File: src/rtl/wt_reduce.sv
// Wallace-tree reducer for a 16-row partial-product array.
// One 3:2 compression stage is applied per clock (16->11->8->6->4->3->2 rows).
// A final exact 32-bit add of the last two rows produces P.
// The low APPROX_K columns may use a cheaper OR-based approximate compressor.
module wt_reduce #(
    parameter int APPROX_K = 0,
    parameter int ROWS     = 16,
    parameter int COLS     = 31
) (
    input  logic                 clk,
    input  logic                 rst,
    input  logic                 in_valid,
    output logic                 in_ready,
    input  logic [ROWS*COLS-1:0] WT_in,
    output logic [31:0]          P,
    output logic                 out_valid,
    input  logic                 out_ready
);

    localparam int W = 32;

    // Columns below APPROX_K use the approximate compressor.
    localparam logic [W-1:0] APPROX_MASK =
        (APPROX_K <= 0) ? '0 : ((W'(1) << APPROX_K) - W'(1));

    typedef enum logic [1:0] {
        IDLE,
        REDUCE,
        ADD,
        DONE
    } state_t;

    state_t         state;
    state_t         state_nxt;
    logic [2:0]     stage;
    logic [W-1:0]   rows     [ROWS];
    logic [W-1:0]   rows_nxt [ROWS];
    int             trips;

    // Sum output of a row of 3:2 compressors, exact or approximate per column.
    function automatic logic [W-1:0] csa_sum(input logic [W-1:0] a,
                                             input logic [W-1:0] b,
                                             input logic [W-1:0] c);
        return ((a ^ b ^ c) & ~APPROX_MASK) | ((a | b | c) & APPROX_MASK);
    endfunction

    // Carry output, already shifted to the next column weight; bit 31 carry is dropped.
    function automatic logic [W-1:0] csa_carry(input logic [W-1:0] a,
                                               input logic [W-1:0] b,
                                               input logic [W-1:0] c);
        logic [W-1:0] maj;
        maj = ((a & b) | (a & c) | (b & c)) & ~APPROX_MASK;
        return maj << 1;
    endfunction

    // Control state register and stage counter.
    always_ff @(posedge clk) begin
        if (rst) begin
            state <= IDLE;
            stage <= '0;
        end else begin
            state <= state_nxt;
            if (state == IDLE)
                stage <= '0;
            else if (state == REDUCE)
                stage <= stage + 3'd1;
        end
    end

    // Next-state logic and the input handshake.
    always_comb begin
        state_nxt = state;
        in_ready  = 1'b0;
        case (state)
            IDLE: begin
                in_ready = 1'b1;
                if (in_valid)
                    state_nxt = REDUCE;
            end
            REDUCE: begin
                if (stage == 3'd5)
                    state_nxt = ADD;
            end
            ADD: begin
                state_nxt = DONE;
            end
            DONE: begin
                if (out_ready)
                    state_nxt = IDLE;
            end
            default: begin
                state_nxt = IDLE;
            end
        endcase
    end

    // One Wallace stage: compress full triples, then move leftover rows down.
    // The row count per stage is fixed because the array always has 16 rows.
    always_comb begin
        for (int k = 0; k < ROWS; k++)
            rows_nxt[k] = '0;
        case (stage)
            3'd0:    trips = 5;
            3'd1:    trips = 3;
            3'd2:    trips = 2;
            3'd3:    trips = 2;
            3'd4:    trips = 1;
            3'd5:    trips = 1;
            default: trips = 0;
        endcase
        for (int i = 0; i < 5; i++) begin
            if (i < trips) begin
                rows_nxt[2*i]   = csa_sum(rows[3*i], rows[3*i+1], rows[3*i+2]);
                rows_nxt[2*i+1] = csa_carry(rows[3*i], rows[3*i+1], rows[3*i+2]);
            end
        end
        case (stage)
            3'd0: begin
                rows_nxt[10] = rows[15];
            end
            3'd1: begin
                rows_nxt[6] = rows[9];
                rows_nxt[7] = rows[10];
            end
            3'd2: begin
                rows_nxt[4] = rows[6];
                rows_nxt[5] = rows[7];
            end
            3'd4: begin
                rows_nxt[2] = rows[3];
            end
            default: begin
            end
        endcase
    end

    // Row registers, final add and output-valid flag.
    always_ff @(posedge clk) begin
        if (rst) begin
            for (int k = 0; k < ROWS; k++)
                rows[k] <= '0;
            P         <= '0;
            out_valid <= 1'b0;
        end else begin
            case (state)
                IDLE: begin
                    if (in_valid) begin
                        for (int k = 0; k < ROWS; k++)
                            rows[k] <= W'(WT_in[k*COLS +: COLS]);
                    end
                end
                REDUCE: begin
                    for (int k = 0; k < ROWS; k++)
                        rows[k] <= rows_nxt[k];
                end
                ADD: begin
                    P         <= rows[0] + rows[1];
                    out_valid <= 1'b1;
                end
                DONE: begin
                    if (out_ready)
                        out_valid <= 1'b0;
                end
                default: begin
                end
            endcase
        end
    end

endmodule
File: config.mk
export PLATFORM = sky130hd
export DESIGN_NAME = wt_reduce
export DESIGN_NICKNAME = d
export VERILOG_FILES = /design/src/rtl/wt_reduce.sv
export SDC_FILE = /design/constraint.sdc
export NUM_CORES = 1
export LEC_CHECK = 0
export CAP_MARGIN = 10
export CORE_UTILIZATION = 47
export DETAILED_ROUTE_END_ITERATION = 8
export GPL_ROUTABILITY_DRIVEN = 0
export PLACE_DENSITY = 0.77
export SYNTH_ARGS = -nofsm -noshare
export SYNTH_HDL_FRONTEND = slang
export SYNTH_SLANG_ARGS = --single-unit
File: constraint.sdc
create_clock -name clk -period 6.65 [get_ports clk]
set_input_delay 0.9975 -clock clk [delete_from_list [all_inputs] [get_ports clk]]
set_output_delay 0.9975 -clock clk [all_outputs]
set_load 0.01 [all_outputs]
==> flow_metrics.py <==
metrics = {
    "floorplan": {
        "core_area_sq_um": 55500,
        "ios": 534,
        "die_w_um": 240,
        "start_util": 0.480,
        "rows": 86,
        "die_area_sq_um": 57700,
        "fp.dieH_um": 240,
    },
    "finish": {
        "drive_above_1_share": 0.0517,
        "nets": 3415,
        "final_cells": 3536,
        "multi_input_area_sq_um": 11200,
        "syn2layout_area_growth_pct": 29.5,
        "regArea_sq_um": 14400,
        "nFillCells": 4301,
    },
    "yosys": {
        "ys_ff_latch": 543,
        "syn_inst": 2275,
        "synth_top_area_cell": "edfxtp_1",
        "synth-main-ff-cell": "edfxtp_1",
        "syn-cell-area_sq_um": 26600,
        "synth-edff-count": 348,
        "yosysSeqAreaShare": 0.539,
        "synth_area_leaders": "edfxtp_1 (39%), dfxtp_1 (15%), fa_1 (12%)",
        "synth.avg_cell_area_sq_um": 11.7,
        "yosys.cell_types.count": 64,
        "syn-num-nets": 2971,
        "async_flop_share": 0,
        "yosysWarnings": 0,
        "synth_top_area_share": 0.392,
    },
    "timing": {
        "rsz0062_at_grt": "false",
        "layout_worst_path_cycle_share": 0.636,
        "period_minus_slack_ns": 4.23,
        "slew-limit-headroom": 0.221,
        "setup_tns_ns": 0,
        "finalSetupViolations": 0,
        "max_freq_ghz": 0.237,
        "hold_viol": 0,
        "finClkSkew_ns": 0.0215,
        "drv_slew": 0,
        "tightest_slew_ns": 1.17,
    },
    "routing": {
        "initialDrtViolationCount": 2364,
        "drcViolationCount": 1,
        "first_pass_iters": 9,
        "wirelength_um": 81500,
        "antenna_left": 0,
        "vias_per_cell": 5.79,
        "wire_per_inst_um": 23.1,
        "vias": 20465,
    },
    "worst_setup_path": {
        "cp_max_fo": 62,
        "cp_slowest_stage_delay_ns": 1.01,
        "end_kind": "flip-flop",
        "cp_top_family": "simple AND/OR/NAND/NOR gates",
        "cp.required_ns": 7.14,
        "critPathBufInv": 2,
        "critPathLaunchType": "primary input",
        "crit_arrival_ns": 4.72,
        "path_cells": "clkdlybuf4s50_1 -> nand2b_2 -> nor2_1 -> and2_2 -> a222oi_1 -> inv_1",
        "slowest_stage": "and2_2",
        "crit_type": "in2reg",
    },
    "grt": {
        "grt-ovfl-total": 0,
        "grt_pass1_wl_um": 121000,
        "grt_usage": 0.280,
        "first_global_vias": 20428,
        "antenna_found_initial": 30,
        "grt_max_degree": 206,
    },
    "place": {
        "numPlacedInstances": 3408,
        "dpl.hpwl_um": 60600,
        "portBuffers": 533,
    },
    "power_and_ir_drop": {
        "static-leakage-power_nw": 13.9,
        "p_per_area_nw_per_um2": 419,
        "ir_drop_mv": 0.293,
    },
    "clocking": {
        "clock-sinks": 543,
        "root_buffer": "clkbuf_16",
        "ctsResizeCount": 0,
        "clockBufferDepth": 3,
        "postCtsSetupBuffers": 0,
        "cts_hold_buf": 0,
        "clk_pin_slew_ns": 0.06,
        "cts_tree": "built",
        "cts_buffers": 57,
        "cts_max_level": 2,
        "insertion_delay_ns": 0.63,
    },
    "run": {
        "cap_violations": 0,
    },
    "worst_hold_path": {
        "hp-class": "reg2reg",
    },
    "run_status": {
        "status": "complete, but fails checks",
        "violations": "DRC",
    },
}
[power by group]
| group | switching, mW | leakage [nW] | internal [mW] |
|---|---|---|---|
| clock | 1.40 | 0.959 | 1.91 |
| sequential | 1.01 | 5.43 | 5.14 |
| combinational | 2.90 | 7.56 | 2.09 |
[layout by cell type (no fill, tap or decap), drive strengths merged, types with 59 or more instances in the layout]
| cell | count |
|---|---|
| clkdlybuf4s50 | 533 |
| nand2 | 380 |
| a21oi | 219 |
| inv | 149 |
| o21ai | 59 |
| edfxtp | 348 |
| a22o | 183 |
| a222oi | 122 |
| fa | 156 |
| clkbuf | 77 |
| dfxtp | 195 |
[final timing paths]
path / start / end / slack, ns / depth (start not counted)
min: P[27] / P[27] / 0.45 / 2
max reg2reg: state[1] / rows[0][234] / 3.15 / 7
max: rst / rows[0][234] / 2.42 / 6
min reg2reg: P[27] / P[27] / 0.45 / 2
[cell type report]
cell class,instances,share of cell area
Sequential cell,543,0.416
Tap cell,748,0.0271
Inverter,145,0.0158
Multi-Input combinational cell,1422,0.324
Clock inverter,30,0.00856
Timing Repair Buffer,550,0.159
Clock buffer,77,0.0479
Antenna cell,21,0.00152
[per-layer routing]
layer,vias to the layer above,GRT usage,share of wire
met4,20,0.102,0.033
met1,9966,0.369,0.39
met3,183,0.0606,0.093
li1,9255,-,-
met2,1041,0.454,0.48
met5,-,0,0.0017
[kinds of logic (layout without fill, tap and decap cells)]
logic type,after synthesis,count (layout),share of synthesized area
buf+inv,310,802,0.0449
simple gates,525,525,0.0821
other cells,0,21,0
compound gates,645,645,0.179
flops,543,543,0.539
mux,24,24,0.00901
xor+xnor,32,32,0.0105
fa+ha+maj,196,196,0.136
[cell usage after synthesis (all sizes together) (2+ instances only)]
master   instances
nand3            9
o22a             2
a22oi            2
and2            10
a211oi          10
a2111oi          2
and3            37
ha              40
nand4            2
a21oi          219
inv            145
mux2i           24
xor2            13
nor3            10
clkbuf         137
fa             156
nand2          380
or3              2
o2111ai          4
xnor2           19
buf             27
a21o            16
a31oi            3
or2              3
a22o           183
edfxtp         348
dfxtp          195
nand2b           9
o21bai           2
nor2            54
a222oi         122
nor2b            6
o211ai           6
a221o            3
o21a             3
o21ai           59
[tightest hold or removal path: stages (launching register included)]
cell	delay, ns
dfxtp_1	0.31
nand2_1	0.05
o21ai_1	0.05
[sequential cells by signal, summed over array words and instances (netlist names)]
signal     count
rows         505
stage          3
state          2
out_valid      1
P             32
[metrics by stage]
stage          setup slack, ns  power [mW]  hold WS [ns]  cell area (sq um)   util
2_1_floorplan             1.74        9.32         0.436              26700      -
3_3_place_gp              1.98        10.9         0.441              32500  0.585
3_5_place_dp              1.82        11.1         0.446              32500  0.585
4_1_cts                   2.45        14.5         0.455              34500  0.621
5_1_grt                   2.16        15.3         0.472              34500  0.621
6_report                  2.42        14.4         0.454              34500  0.622
Power figures use the tool's default switching activity.
